--- src/rtl/jk_bank_sequencer.sv ---
// Command-driven sequencer for a bank of JK cells with a shadow of the expected bank state.
// Optional readback check of i_Q_BUS in DONE is enabled by defining JK_SEQ_READBACK_CHECK_EN.
module jk_bank_sequencer #(
    parameter int unsigned WIDTH = 8,
    parameter int unsigned CNT_W = 4
) (
    input  logic             i_CLOCK_POS,
    input  logic             i_RESET_POS,
    input  logic             i_CMD_VALID,
    output logic             o_CMD_READY,
    input  logic [2:0]       i_CMD_OP,
    input  logic [WIDTH-1:0] i_CMD_MASK,
    input  logic [CNT_W-1:0] i_CMD_REPEAT,
    output logic [WIDTH-1:0] o_J_BUS,
    output logic [WIDTH-1:0] o_K_BUS,
    output logic             o_PRESET_NEG,
    output logic             o_RESET_NEG,
    input  logic [WIDTH-1:0] i_Q_BUS,
    output logic [WIDTH-1:0] o_EXPECTED,
    output logic             o_DONE,
    output logic             o_ILLEGAL,
    output logic             o_MISMATCH
);

    typedef enum logic [1:0] {StIdle, StApply, StDone} state_e;

    localparam logic [2:0] OpHold      = 3'd0;
    localparam logic [2:0] OpClear     = 3'd1;
    localparam logic [2:0] OpSet       = 3'd2;
    localparam logic [2:0] OpToggle    = 3'd3;
    localparam logic [2:0] OpResetAll  = 3'd4;
    localparam logic [2:0] OpPresetAll = 3'd5;

    state_e           state_q, state_d;
    logic [2:0]       op_q, op_d;
    logic [WIDTH-1:0] mask_q, mask_d;
    logic [CNT_W-1:0] cnt_q, cnt_d;
    logic [WIDTH-1:0] exp_q, exp_d;
    logic             illegal_q, illegal_d;

    logic [WIDTH-1:0] j_drv, k_drv;
    logic             preset_drv, reset_drv;
    logic             done_drv, mismatch_drv;

    always_ff @(posedge i_CLOCK_POS) begin
        if (i_RESET_POS) begin
            state_q   <= StIdle;
            op_q      <= '0;
            mask_q    <= '0;
            cnt_q     <= '0;
            exp_q     <= '0;
            illegal_q <= 1'b0;
        end else begin
            state_q   <= state_d;
            op_q      <= op_d;
            mask_q    <= mask_d;
            cnt_q     <= cnt_d;
            exp_q     <= exp_d;
            illegal_q <= illegal_d;
        end
    end

    always_comb begin
        state_d     = state_q;
        op_d        = op_q;
        mask_d      = mask_q;
        cnt_d       = cnt_q;
        exp_d       = exp_q;
        illegal_d   = illegal_q;
        o_CMD_READY = 1'b0;
        j_drv       = '0;
        k_drv       = '0;
        preset_drv  = 1'b0;
        reset_drv   = 1'b0;
        done_drv    = 1'b0;

        case (state_q)
            StIdle: begin
                o_CMD_READY = 1'b1;
                if (i_CMD_VALID) begin
                    op_d      = i_CMD_OP;
                    mask_d    = i_CMD_MASK;
                    illegal_d = i_CMD_OP[2] & i_CMD_OP[1];
                    // Bank-wide ops run for a single cycle regardless of the repeat field
                    cnt_d     = i_CMD_OP[2] ? '0 : i_CMD_REPEAT;
                    state_d   = (i_CMD_OP[2] & i_CMD_OP[1]) ? StDone : StApply;
                end
            end
            StApply: begin
                case (op_q)
                    OpHold: ;
                    OpClear: begin
                        k_drv = mask_q;
                        exp_d = exp_q & ~mask_q;
                    end
                    OpSet: begin
                        j_drv = mask_q;
                        exp_d = exp_q | mask_q;
                    end
                    OpToggle: begin
                        j_drv = mask_q;
                        k_drv = mask_q;
                        exp_d = exp_q ^ mask_q;
                    end
                    OpResetAll: begin
                        reset_drv = 1'b1;
                        exp_d     = '0;
                    end
                    OpPresetAll: begin
                        preset_drv = 1'b1;
                        exp_d      = '1;
                    end
                    default: ;
                endcase
                if (cnt_q == '0) begin
                    state_d = StDone;
                end else begin
                    cnt_d = cnt_q - 1'b1;
                end
            end
            StDone: begin
                done_drv = 1'b1;
                state_d  = StIdle;
            end
            default: state_d = StIdle;
        endcase
    end

`ifdef JK_SEQ_READBACK_CHECK_EN
    assign mismatch_drv = (state_q == StDone) && !illegal_q && (i_Q_BUS != exp_q);
`else
    logic unused_q_bus;
    assign unused_q_bus = ^i_Q_BUS;
    assign mismatch_drv = 1'b0;
`endif

    // Reset overrides every bank drive so the bank clears on the same edge as the controller
    assign o_J_BUS      = i_RESET_POS ? '0 : j_drv;
    assign o_K_BUS      = i_RESET_POS ? '0 : k_drv;
    assign o_RESET_NEG  = ~(i_RESET_POS | reset_drv);
    assign o_PRESET_NEG = ~(preset_drv & ~i_RESET_POS);
    assign o_EXPECTED   = exp_q;
    assign o_DONE       = done_drv & ~i_RESET_POS;
    assign o_ILLEGAL    = done_drv & illegal_q & ~i_RESET_POS;
    assign o_MISMATCH   = mismatch_drv & ~i_RESET_POS;

endmodule
--- config.mk ---
export PLATFORM = sky130hd
export DESIGN_NAME = jk_bank_sequencer
export DESIGN_NICKNAME = d
export VERILOG_FILES = /design/src/rtl/jk_bank_sequencer.sv
export SDC_FILE = /design/constraint.sdc
export NUM_CORES = 1
export LEC_CHECK = 0
export CORE_MARGIN = 4
export CORE_UTILIZATION = 35
export CTS_CLUSTER_SIZE = 14
export DETAILED_ROUTE_END_ITERATION = 10
export PLACE_DENSITY = 0.61
export SYNTH_ARGS = -nofsm -noshare
export SYNTH_HDL_FRONTEND = slang
export SYNTH_SLANG_ARGS = --single-unit
--- constraint.sdc ---
create_clock -name i_CLOCK_POS -period 3.3 [get_ports i_CLOCK_POS]
set_input_delay 0.33 -clock i_CLOCK_POS [delete_from_list [all_inputs] [get_ports i_CLOCK_POS]]
set_output_delay 0.33 -clock i_CLOCK_POS [all_outputs]
set_load 0.01 [all_outputs]
==> impl_metrics.py <==
metrics = {
    "outcome": {
        "status": "complete, no violations",
    },
    "sta": {
        "fin_crit_sh_pct": 80.8,
        "period_minus_slack_ps": 2670,
        "worst_slew_pin_slew_ps": 742,
        "setup_viol": 0,
        "slew_headroom_pct": 50.4,
        "hold_slack_ps": 464,
        "slew_viol_final": 0,
        "fmax_mhz": 375,
        "fin_setup_tns_ps": 0,
        "fin_skew_ps": 4.65,
        "hold_viol_final": 0,
        "layout_setup_ws_ps": 634,
        "grt_setup_unrepaired": "false",
    },
    "yosys": {
        "synth_top_cell_by_area": "dfxtp_1",
        "synth-simple-area-share_pct": 31.2,
        "avgSynthCellArea_um2": 8.09,
        "synth_top_area_share_pct": 29.3,
        "synth-xor-area-share_pct": 0,
        "yosysSeqAreaShare_pct": 29.3,
        "synth-compound-area-share_pct": 18.4,
        "syn_nets": 264,
        "syn_inst": 220,
        "ys_ff_latch": 26,
        "synth_fa_ha_area_share_pct": 12.7,
        "ys_warn_count": 0,
        "synth.cell_area_um2": 1780,
        "yosys-top-cells-area": "dfxtp_1 (29%), ha_1 (13%), nor2b_1 (6.7%)",
        "synth_cell_type_count": 38,
        "muxShareOfSynthArea_pct": 0.563,
        "synth_edf_count": 0,
        "ys_async_sr_fraction_pct": 0,
        "synthFlopType": "dfxtp_1",
        "synth_top_family_by_area": "simple AND/OR/NAND/NOR gates",
    },
    "clocking": {
        "cts_made_buffers": 3,
        "numClockSinks": 26,
        "cts_buffer_depth": 2,
        "cts_setup_buffers": 0,
        "htreeDepth": 1,
        "worstSkewPairLatency_ps": 270,
        "cts_tree": "yes",
        "cts.clk_slew.worst_paths_ps": 100,
        "hold_buffers": 0,
        "ctsResizeCount": 0,
        "cts.root.buffer_cell": "clkbuf_8",
    },
    "die": {
        "die_area_um2": 6290,
        "die_w_um": 79.3,
        "coreArea_um2": 4820,
        "die_h_um": 79.3,
        "initial_core_util_pct": 36.9,
        "std_cell_rows": 25,
        "io_pins": 56,
    },
    "routing": {
        "drt_iter0_markers": 71,
        "avgViaCountPerCell": 4.87,
        "drcViolationCount": 0,
        "postRouteAntennaNets": 0,
        "totalWireLength_mm": 4.36,
        "vias": 1602,
        "wl_per_cell_um": 13.2,
        "first_pass_iters": 4,
    },
    "finish": {
        "seq_area_um2": 520,
        "final_cell_mix": "clkdlybuf4s50_1 (46), nand2_1 (30), dfxtp_1 (26), inv_1 (20), nor2b_1 (19)",
        "fillers": 506,
        "design_area_um2": 2360,
        "multi_input_area_um2": 1120,
        "syn_to_final_growth_pct": 32.8,
        "layout-drive-gt1-share_pct": 4.58,
        "final_common_cell": "clkdlybuf4s50_1",
        "antenna_cells": 0,
        "final_nets": 307,
    },
    "power": {
        "powerDensity_nw_per_um2": 356,
        "ir_worst_vdd_v": 0.000244,
        "p_leak_nw": 0.917,
    },
    "worst_hold_path": {
        "min_path_type": "reg -> reg",
        "holdPathEnd": "illegal_q",
        "hold_start": "illegal_q",
        "min_path_cells": 2,
    },
    "setup_path": {
        "ff2ff_path_depth": 5,
        "r2r_start": "op_q[2]",
        "worstPathArrival_ps": 2340,
        "path_cells": "nand3b_1 -> or3_1 -> clkdlybuf4s50_1",
        "crit_buf_inv": 1,
        "slowest_delay_ps": 730,
        "r2r_slack_ps": 1550,
        "endpoint_kind": "output pin",
        "start_kind": "register",
        "path_class": "reg -> out",
        "crit_family": "simple AND/OR/NAND/NOR gates",
        "worstReg2RegEnd": "o_EXPECTED[2]",
        "slowest_stage": "dfxtp_1",
        "crit_required_ps": 2970,
        "path_max_fanout": 21,
    },
    "grt": {
        "met2_usage_pct": 23.1,
        "grt_pass1_vias": 1559,
        "grt-ovfl-total": 0,
        "grt_util_met1_pct": 19.9,
        "grt_max_degree": 22,
        "busiest_layer": "met2",
        "met3_usage_pct": 2.83,
        "grt_pass1_wl_mm": 7.22,
        "grt_antenna_before_repair": 0,
        "grt_util_all_layers_pct": 14.4,
    },
    "place": {
        "io_buffer_count": 46,
        "place_congestion": 0.820,
        "place_ws_ps": 859,
        "placed_area_um2": 2290,
        "post-dp-hpwl_mm": 3.25,
    },
    "job": {
        "maxCapViolCount": 0,
    },
}
-- synth_stat cells, types with 2 or more instances --
cell type / n
a21oi_1: 16
a311oi_1: 2
a32o_1: 8
and2_1: 10
and3_1: 8
buf_2: 5
clkbuf_1: 5
dfxtp_1: 26
ha_1: 18
inv_1: 20
nand2_1: 30
nand2b_1: 12
nand3b_1: 3
nor2_1: 3
nor2b_1: 19
nor3_1: 2
nor3b_1: 2
nor4_1: 2
o311ai_0: 8
or3_1: 2
or3b_2: 2
-- cells by family after synthesis --
kind of cell,count (synthesis)
buf+inv,32
mux,1
compound gates,43
other cells,1
simple gates,99
fa+ha+maj,18
flops,26
-- worst min-delay path, stage by stage (launching register included) --
cell,delay [ps]
dfxtp_1,320
nand2_1,50
a21oi_1,50
-- through the flow --
step / std cells / power [mW] / utilization [%]
2_1_floorplan: 220 / 0.509 / -
4_1_cts: 329 / 0.852 / 49.0
5_1_grt: 329 / 0.897 / 49.0
3_5_place_dp: 325 / 0.580 / 47.6
3_3_place_gp: 325 / 0.577 / 47.6
6_report: 329 / 0.841 / 49.0
-- metal layers --
layer | share of wire [%] | up-vias
met5 | 0 | -
met1 | 51 | 724
met4 | 0.96 | 0
met2 | 45 | 30
li1 | - | 846
met3 | 3.7 | 2
-- area by class of cell --
| cell class | count | area share [%] |
|---|---|---|
| clock inverter | 1 | 1.27 |
| inverter | 20 | 3.18 |
| timing repair buffer | 50 | 20.8 |
| multi-input combinational | 162 | 47.5 |
| tap | 67 | 3.55 |
| sequential | 26 | 22.0 |
| clock buffer | 3 | 1.75 |
-- power breakdown --
part | switching, mW | internal, mW | total, mW
clock | 0.108 | 0.162 | 0.271
combinational | 0.103 | 0.0994 | 0.203
sequential | 0.0319 | 0.336 | 0.368
total | 0.244 | 0.598 | 0.841
-- state kept, by name, indices dropped and copies added, names as in the netlist --
name,flops
op_q,3
mask_q,8
state_q,2
illegal_q,1
cnt_q,4
o_EXPECTED,8
-- worst max path at each step --
stage | start | cells past startpoint | end
CTS | op_q[0] | 3 | o_PRESET_NEG
detailed placement | i_RESET_POS | 6 | o_K_BUS[4]
finish | op_q[0] | 3 | o_PRESET_NEG
global route | op_q[0] | 3 | o_PRESET_NEG
global placement | i_RESET_POS | 5 | o_J_BUS[1]
floorplan | i_RESET_POS | 4 | o_RESET_NEG
No activity file was read; power rests on OpenSTA's default activity.
